File: src/rtl/synth_pkg.sv
// Shared types and constants for the tone-generator output chain.
// Holds the frame-sequencer state encoding and the DAC frame layout.
package synth_pkg;

    typedef enum logic [1:0] {
        IDLE,
        SHIFT,
        GAP
    } state_e;

    localparam int FRAME_BITS = 16;

    localparam logic [1:0] PD_NORMAL = 2'b00;
    localparam logic [1:0] PD_1K     = 2'b01;
    localparam logic [1:0] PD_100K   = 2'b10;
    localparam logic [1:0] PD_HIZ    = 2'b11;

    // DAC121S101 frame: two don't-care zeros, power-down bits, then the level.
    function automatic logic [FRAME_BITS-1:0] make_frame(input logic [1:0]  pd,
                                                         input logic [11:0] level);
        return {2'b00, pd, level};
    endfunction

endpackage

File: src/rtl/sample_tick_gen.sv
// Free-running sample-rate strobe: one-cycle tick every SAMPLE_DIV clocks while enabled.
// Disabling parks the counter at zero so re-enabling restarts a full period.
module sample_tick_gen #(
    parameter int SAMPLE_DIV = 2272
) (
    input  logic clk,
    input  logic rst_n,
    input  logic enable,
    output logic tick
);

    localparam int CW = (SAMPLE_DIV > 1) ? $clog2(SAMPLE_DIV) : 1;
    localparam logic [CW-1:0] LAST = CW'(SAMPLE_DIV - 1);

    logic [CW-1:0] count_q, count_d;

    always_comb begin
        count_d = count_q;
        if (!enable) begin
            count_d = '0;
        end else if (count_q == LAST) begin
            count_d = '0;
        end else begin
            count_d = count_q + CW'(1);
        end
    end

    always_ff @(posedge clk or negedge rst_n) begin
        if (!rst_n) begin
            count_q <= '0;
        end else begin
            count_q <= count_d;
        end
    end

    assign tick = enable && (count_q == LAST);

endmodule

File: src/rtl/dac_spi_tx.sv
// Serialises tone-generator samples into 16-bit SPI frames for a 12-bit voltage DAC.
// Every output is driven straight from a flop so the pins never glitch.
module dac_spi_tx
    import synth_pkg::*;
#(
    parameter int CLK_DIV    = 2,
    parameter int SAMPLE_DIV = 2272,
    parameter int DATA_W     = 12
) (
    input  logic              clk,
    input  logic              rst_n,
    input  logic              enable,
    input  logic [DATA_W-1:0] sample_in,
    input  logic [1:0]        pd_mode,
    output logic              dac_sync_n,
    output logic              dac_sclk,
    output logic              dac_din,
    output logic              busy,
    output logic              frame_done,
    output logic              overrun
);

    localparam int HW = (CLK_DIV > 1) ? $clog2(CLK_DIV) : 1;
    localparam logic [HW-1:0] HALF_LAST = HW'(CLK_DIV - 1);

    logic                  tick;
    logic [FRAME_BITS-1:0] frameWord;

    state_e                state_q, state_d;
    logic [HW-1:0]         halfCnt_q, halfCnt_d;
    logic [4:0]            edgeCnt_q, edgeCnt_d;
    logic [FRAME_BITS-1:0] shiftReg_q, shiftReg_d;
    logic                  syncN_q, syncN_d;
    logic                  sclk_q, sclk_d;
    logic                  din_q, din_d;
    logic                  busy_q, busy_d;
    logic                  frameDone_q, frameDone_d;
    logic                  overrun_q, overrun_d;

    sample_tick_gen #(
        .SAMPLE_DIV(SAMPLE_DIV)
    ) u_tick (
        .clk   (clk),
        .rst_n (rst_n),
        .enable(enable),
        .tick  (tick)
    );

    assign frameWord = make_frame(pd_mode, sample_in);

    always_comb begin
        state_d     = state_q;
        halfCnt_d   = halfCnt_q;
        edgeCnt_d   = edgeCnt_q;
        shiftReg_d  = shiftReg_q;
        syncN_d     = syncN_q;
        sclk_d      = sclk_q;
        din_d       = din_q;
        busy_d      = busy_q;
        frameDone_d = 1'b0;
        // A tick that lands mid-frame is dropped but remembered until reset.
        overrun_d   = overrun_q | (tick && (state_q != IDLE));

        case (state_q)
            IDLE: begin
                syncN_d = 1'b1;
                sclk_d  = 1'b1;
                din_d   = 1'b0;
                busy_d  = 1'b0;
                if (tick) begin
                    state_d    = SHIFT;
                    shiftReg_d = frameWord;
                    din_d      = frameWord[FRAME_BITS-1];
                    syncN_d    = 1'b0;
                    busy_d     = 1'b1;
                    halfCnt_d  = '0;
                    edgeCnt_d  = '0;
                end
            end

            SHIFT: begin
                if (halfCnt_q == HALF_LAST) begin
                    halfCnt_d = '0;
                    edgeCnt_d = edgeCnt_q + 5'd1;
                    // Even edges fall (DAC samples here); odd edges rise and advance data.
                    if (!edgeCnt_q[0]) begin
                        sclk_d = 1'b0;
                    end else if (edgeCnt_q == 5'd31) begin
                        sclk_d  = 1'b1;
                        syncN_d = 1'b1;
                        din_d   = 1'b0;
                        state_d = GAP;
                    end else begin
                        sclk_d     = 1'b1;
                        shiftReg_d = {shiftReg_q[FRAME_BITS-2:0], 1'b0};
                        din_d      = shiftReg_q[FRAME_BITS-2];
                    end
                end else begin
                    halfCnt_d = halfCnt_q + HW'(1);
                end
            end

            GAP: begin
                if (halfCnt_q == HALF_LAST) begin
                    halfCnt_d   = '0;
                    state_d     = IDLE;
                    frameDone_d = 1'b1;
                    busy_d      = 1'b0;
                end else begin
                    halfCnt_d = halfCnt_q + HW'(1);
                end
            end

            default: begin
                state_d = IDLE;
                syncN_d = 1'b1;
                sclk_d  = 1'b1;
                din_d   = 1'b0;
                busy_d  = 1'b0;
            end
        endcase
    end

    always_ff @(posedge clk or negedge rst_n) begin
        if (!rst_n) begin
            state_q     <= IDLE;
            halfCnt_q   <= '0;
            edgeCnt_q   <= '0;
            shiftReg_q  <= '0;
            syncN_q     <= 1'b1;
            sclk_q      <= 1'b1;
            din_q       <= 1'b0;
            busy_q      <= 1'b0;
            frameDone_q <= 1'b0;
            overrun_q   <= 1'b0;
        end else begin
            state_q     <= state_d;
            halfCnt_q   <= halfCnt_d;
            edgeCnt_q   <= edgeCnt_d;
            shiftReg_q  <= shiftReg_d;
            syncN_q     <= syncN_d;
            sclk_q      <= sclk_d;
            din_q       <= din_d;
            busy_q      <= busy_d;
            frameDone_q <= frameDone_d;
            overrun_q   <= overrun_d;
        end
    end

    assign dac_sync_n = syncN_q;
    assign dac_sclk   = sclk_q;
    assign dac_din    = din_q;
    assign busy       = busy_q;
    assign frame_done = frameDone_q;
    assign overrun    = overrun_q;

endmodule

File: config.mk
export PLATFORM = sky130hd
export DESIGN_NAME = dac_spi_tx
export DESIGN_NICKNAME = d
export VERILOG_FILES = /design/src/rtl/synth_pkg.sv /design/src/rtl/sample_tick_gen.sv /design/src/rtl/dac_spi_tx.sv
export SDC_FILE = /design/constraint.sdc
export NUM_CORES = 1
export LEC_CHECK = 0
export CORE_MARGIN = 8
export CORE_UTILIZATION = 55
export DETAILED_ROUTE_END_ITERATION = 7
export HOLD_SLACK_MARGIN = 0.06
export PLACE_DENSITY = 0.74
export SYNTH_ARGS = -nofsm -noshare
export SYNTH_HDL_FRONTEND = slang
export SYNTH_SLANG_ARGS = --single-unit
File: constraint.sdc
create_clock -name clk -period 3.7 [get_ports clk]
set_clock_uncertainty 0.15 [all_clocks]
set_input_delay 0.74 -clock clk [delete_from_list [all_inputs] [get_ports clk]]
set_output_delay 0.74 -clock clk [all_outputs]
set_load 0.01 [all_outputs]
==> impl_metrics.tcl <==
set metrics [dict create \
    cts_hold_buffers 0 \
    cp_data_required_time_ps 3720 \
    drv_slew 0 \
    fin_crit_sh_pct 75.3 \
    ys_ff_latch 41 \
    tns_ps 0 \
    synthDistinctLibCells 45 \
    yosys.area.top_type_share_pct 45.2 \
    postRouteWirelength_um 4040 \
    cts_tree "built" \
    tightest_slew_ps 917 \
    final_nets 242 \
    netlist_area_sq_mm 0.00216 \
    post-route-min-period_ps 2790 \
    drtAntennaViolNets 0 \
    yosysTopAreaCell "dfrtp_1" \
    postCtsSetupRepairBufs 0 \
    gp_congestion 0.825 \
    antenna_found_initial 0 \
    n_antenna_cell 0 \
    power_density_mw_per_mm2 330 \
    fin_ws_ps 913 \
    vias_per_cell 5.66 \
    multi_input_area_sq_mm 0.00105 \
    cts-root-buf "clkbuf_8" \
    first_pass_iters 5 \
    io_pins 23 \
    areaGrowthSynthToFinish_pct 15.7 \
    crit_fanout 10 \
    max_freq_ghz 0.359 \
    fp.dieH_um 78.7 \
    cts.sinks 41 \
    via_count 1510 \
    ir_drop_mv 0.223 \
    rows 22 \
    regArea_sq_mm 0.00103 \
    io_buffer_count 22 \
    synth_enable_flop_cells 0 \
    synth_area_leaders "dfrtp_1 45%, mux2_2 9.4%, mux2_1 5.2%" \
    grt_overflow 0 \
    drt_iter0_drc 106 \
    syn_nets 221 \
    hold_violations 0 \
    die_w_um 78.7 \
    grt_max_degree 42 \
    drive_gt1_share_pct 16.0 \
    cts.htree.levels 2 \
    dp_worst_setup_slack_ps 585 \
    numCtsBuffers 5 \
    die_area_sq_mm 0.00619 \
    cp.arrival_ps 2810 \
    crit_chain "clkdlybuf4s50_1 > nand3b_1 > or4_4 > a222oi_1 > mux2_1" \
    cts_max_path_buffers 2 \
    avgSynthCellArea_sq_um 11.0 \
    wl_per_cell_um 15.1 \
    slowest_delay_ps 550 \
    drc_errors 0 \
    dpl.hpwl_um 2850 \
    maxCapViolCount 0 \
    clk_latency_ps 300 \
    grt_pass1_wl_um 7030 \
    cp_slowest_cell "clkdlybuf4s50_1" \
    grt_util_all_layers_pct 14.0 \
    run_status "completed" \
    ys_async_sr_fraction_pct 100 \
    grt_pass1_vias 1520 \
    hold_class "flip-flop to flip-flop" \
    yosysWarnings 0 \
    start_util_pct 58.1 \
    synthCells 197 \
    synth-main-ff-cell "dfrtp_1" \
    clk_pin_slew_worst_paths_ps 70 \
    rsz0062_at_grt "false" \
    relSlewSlack_pct 38.3 \
    worst-setup-path-type "input pin to flip-flop" \
    endpoint_kind "flip-flop" \
    synth-seq-area-share_pct 47.6 \
    core_area_sq_mm 0.00372 \
    final-setup-viol-count 0 \
    fill_cells 298 \
    power_leakage_uw 0.00105 \
    cp-start-kind "input pin" \
    cts.repair.resized 0 \
]
## cells by family after synthesis
family / share of synthesized area, %
multiplexers: 15.5
adder cells (fa/ha/maj): 4.06
flip-flops: 47.6
buffers and inverters: 3.82
AND/OR/NAND/NOR: 16.0
AO/OA/AOI/OAI: 9.27
XOR/XNOR: 3.65
## final cells by class
type | count | share of cell area (%)
well taps | 48 | 2.40
clock inverters | 1 | 0.200
repair buffers | 23 | 8.91
multi-input cells | 137 | 42.0
clock buffers | 7 | 3.86
inverters | 10 | 1.50
flip-flops and latches | 41 | 41.2
## flip-flops by register name, indices dropped and copies added (netlist names), 2 cells and up
| name | cells |
|---|---|
| edgeCnt_q | 5 |
| shiftReg_q | 15 |
| state_q | 2 |
| u_tick.count_q | 12 |
## synthesized netlist by cell type (2+ instances only)
cell type,count
a21oi_1,6
a221o_1,3
and2_1,3
and3_1,4
clkbuf_1,7
dfrtp_1,39
dfstp_2,2
ha_1,7
inv_1,10
mux2_1,10
mux2_2,18
mux2i_1,2
nand2_1,8
nand2b_1,3
nand3_1,10
nand3b_1,2
nand4_1,2
nor2_1,14
nor2b_1,2
nor3_1,3
nor4_1,4
o211ai_1,2
o21ai_0,6
o22ai_1,2
xnor2_1,4
xor2_1,5
## report_power, final
part | switching, uW | total, uW | internal [uW]
logic | 17.8 | 43.9 | 26.0
clock network | 149 | 318 | 168
registers | 5.81 | 464 | 458
total | 173 | 825 | 652
## final timing paths
kind	startpoint	depth (start not counted)	end	slack (ps)
worst max-delay path	enable	5	state_q[1]$_DFFE_PN0P_	910
worst min-delay path	u_tick.count_q[0]$_DFF_PN0_	1	u_tick.count_q[0]$_DFF_PN0_	310
worst max register to register	u_tick.count_q[0]$_DFF_PN0_	5	state_q[1]$_DFFE_PN0P_	1070
worst min register to register	u_tick.count_q[0]$_DFF_PN0_	1	u_tick.count_q[0]$_DFF_PN0_	310
max in group asynchronous	rst_n	1	u_tick.count_q[11]$_DFF_PN0_	2440
min in group asynchronous	rst_n	1	edgeCnt_q[0]$_DFFE_PN0P_	400
## placed cells by master, fill, tap and decap left out, types with 3 or more instances in the layout
cell type,n
clkbuf_8,7
nand2b_1,3
dfrtp_1,39
inv_1,10
xor2_1,5
nor3_1,3
a21oi_1,6
clkdlybuf4s50_1,21
nand2_1,8
ha_1,7
nor4_1,4
and2_1,3
a221o_1,3
o21ai_0,6
and3_1,4
mux2_1,10
nand3_1,10
nor2_1,14
xnor2_1,4
mux2_2,18
## worst max-delay path, delay by kind of cell
family	cells	cell delay, ps
AO/OA/AOI/OAI	1	480
buffers and inverters	1	550
multiplexers	1	380
AND/OR/NAND/NOR	2	650
## per-stage QoR
step                      hold slack, ps  utilization (%)  instances  instance area (sq um)  power [uW]
final                                311             67.2        267                   2500         825
after floorplan                      283                -        197                   2160         487
after global routing                 345             67.2        267                   2500         856
after global placement               301             64.5        259                   2400         515
after detailed placement             310             64.5        259                   2400         517
after CTS                            313             67.2        267                   2500         835
## per-layer routing
metal / part of all wire, % / GRT usage, % / up-vias / wire length, um
met3: 4.7 / 4.90 / 5 / 192
met2: 51 / 23.2 / 28 / 2080
li1: - / - / 740 / -
met4: 1.5 / 4.81 / 0 / 59
met1: 42 / 16.5 / 737 / 1710
met5: 0 / 0 / - / 0
No activity file was read; power rests on OpenSTA's default activity.
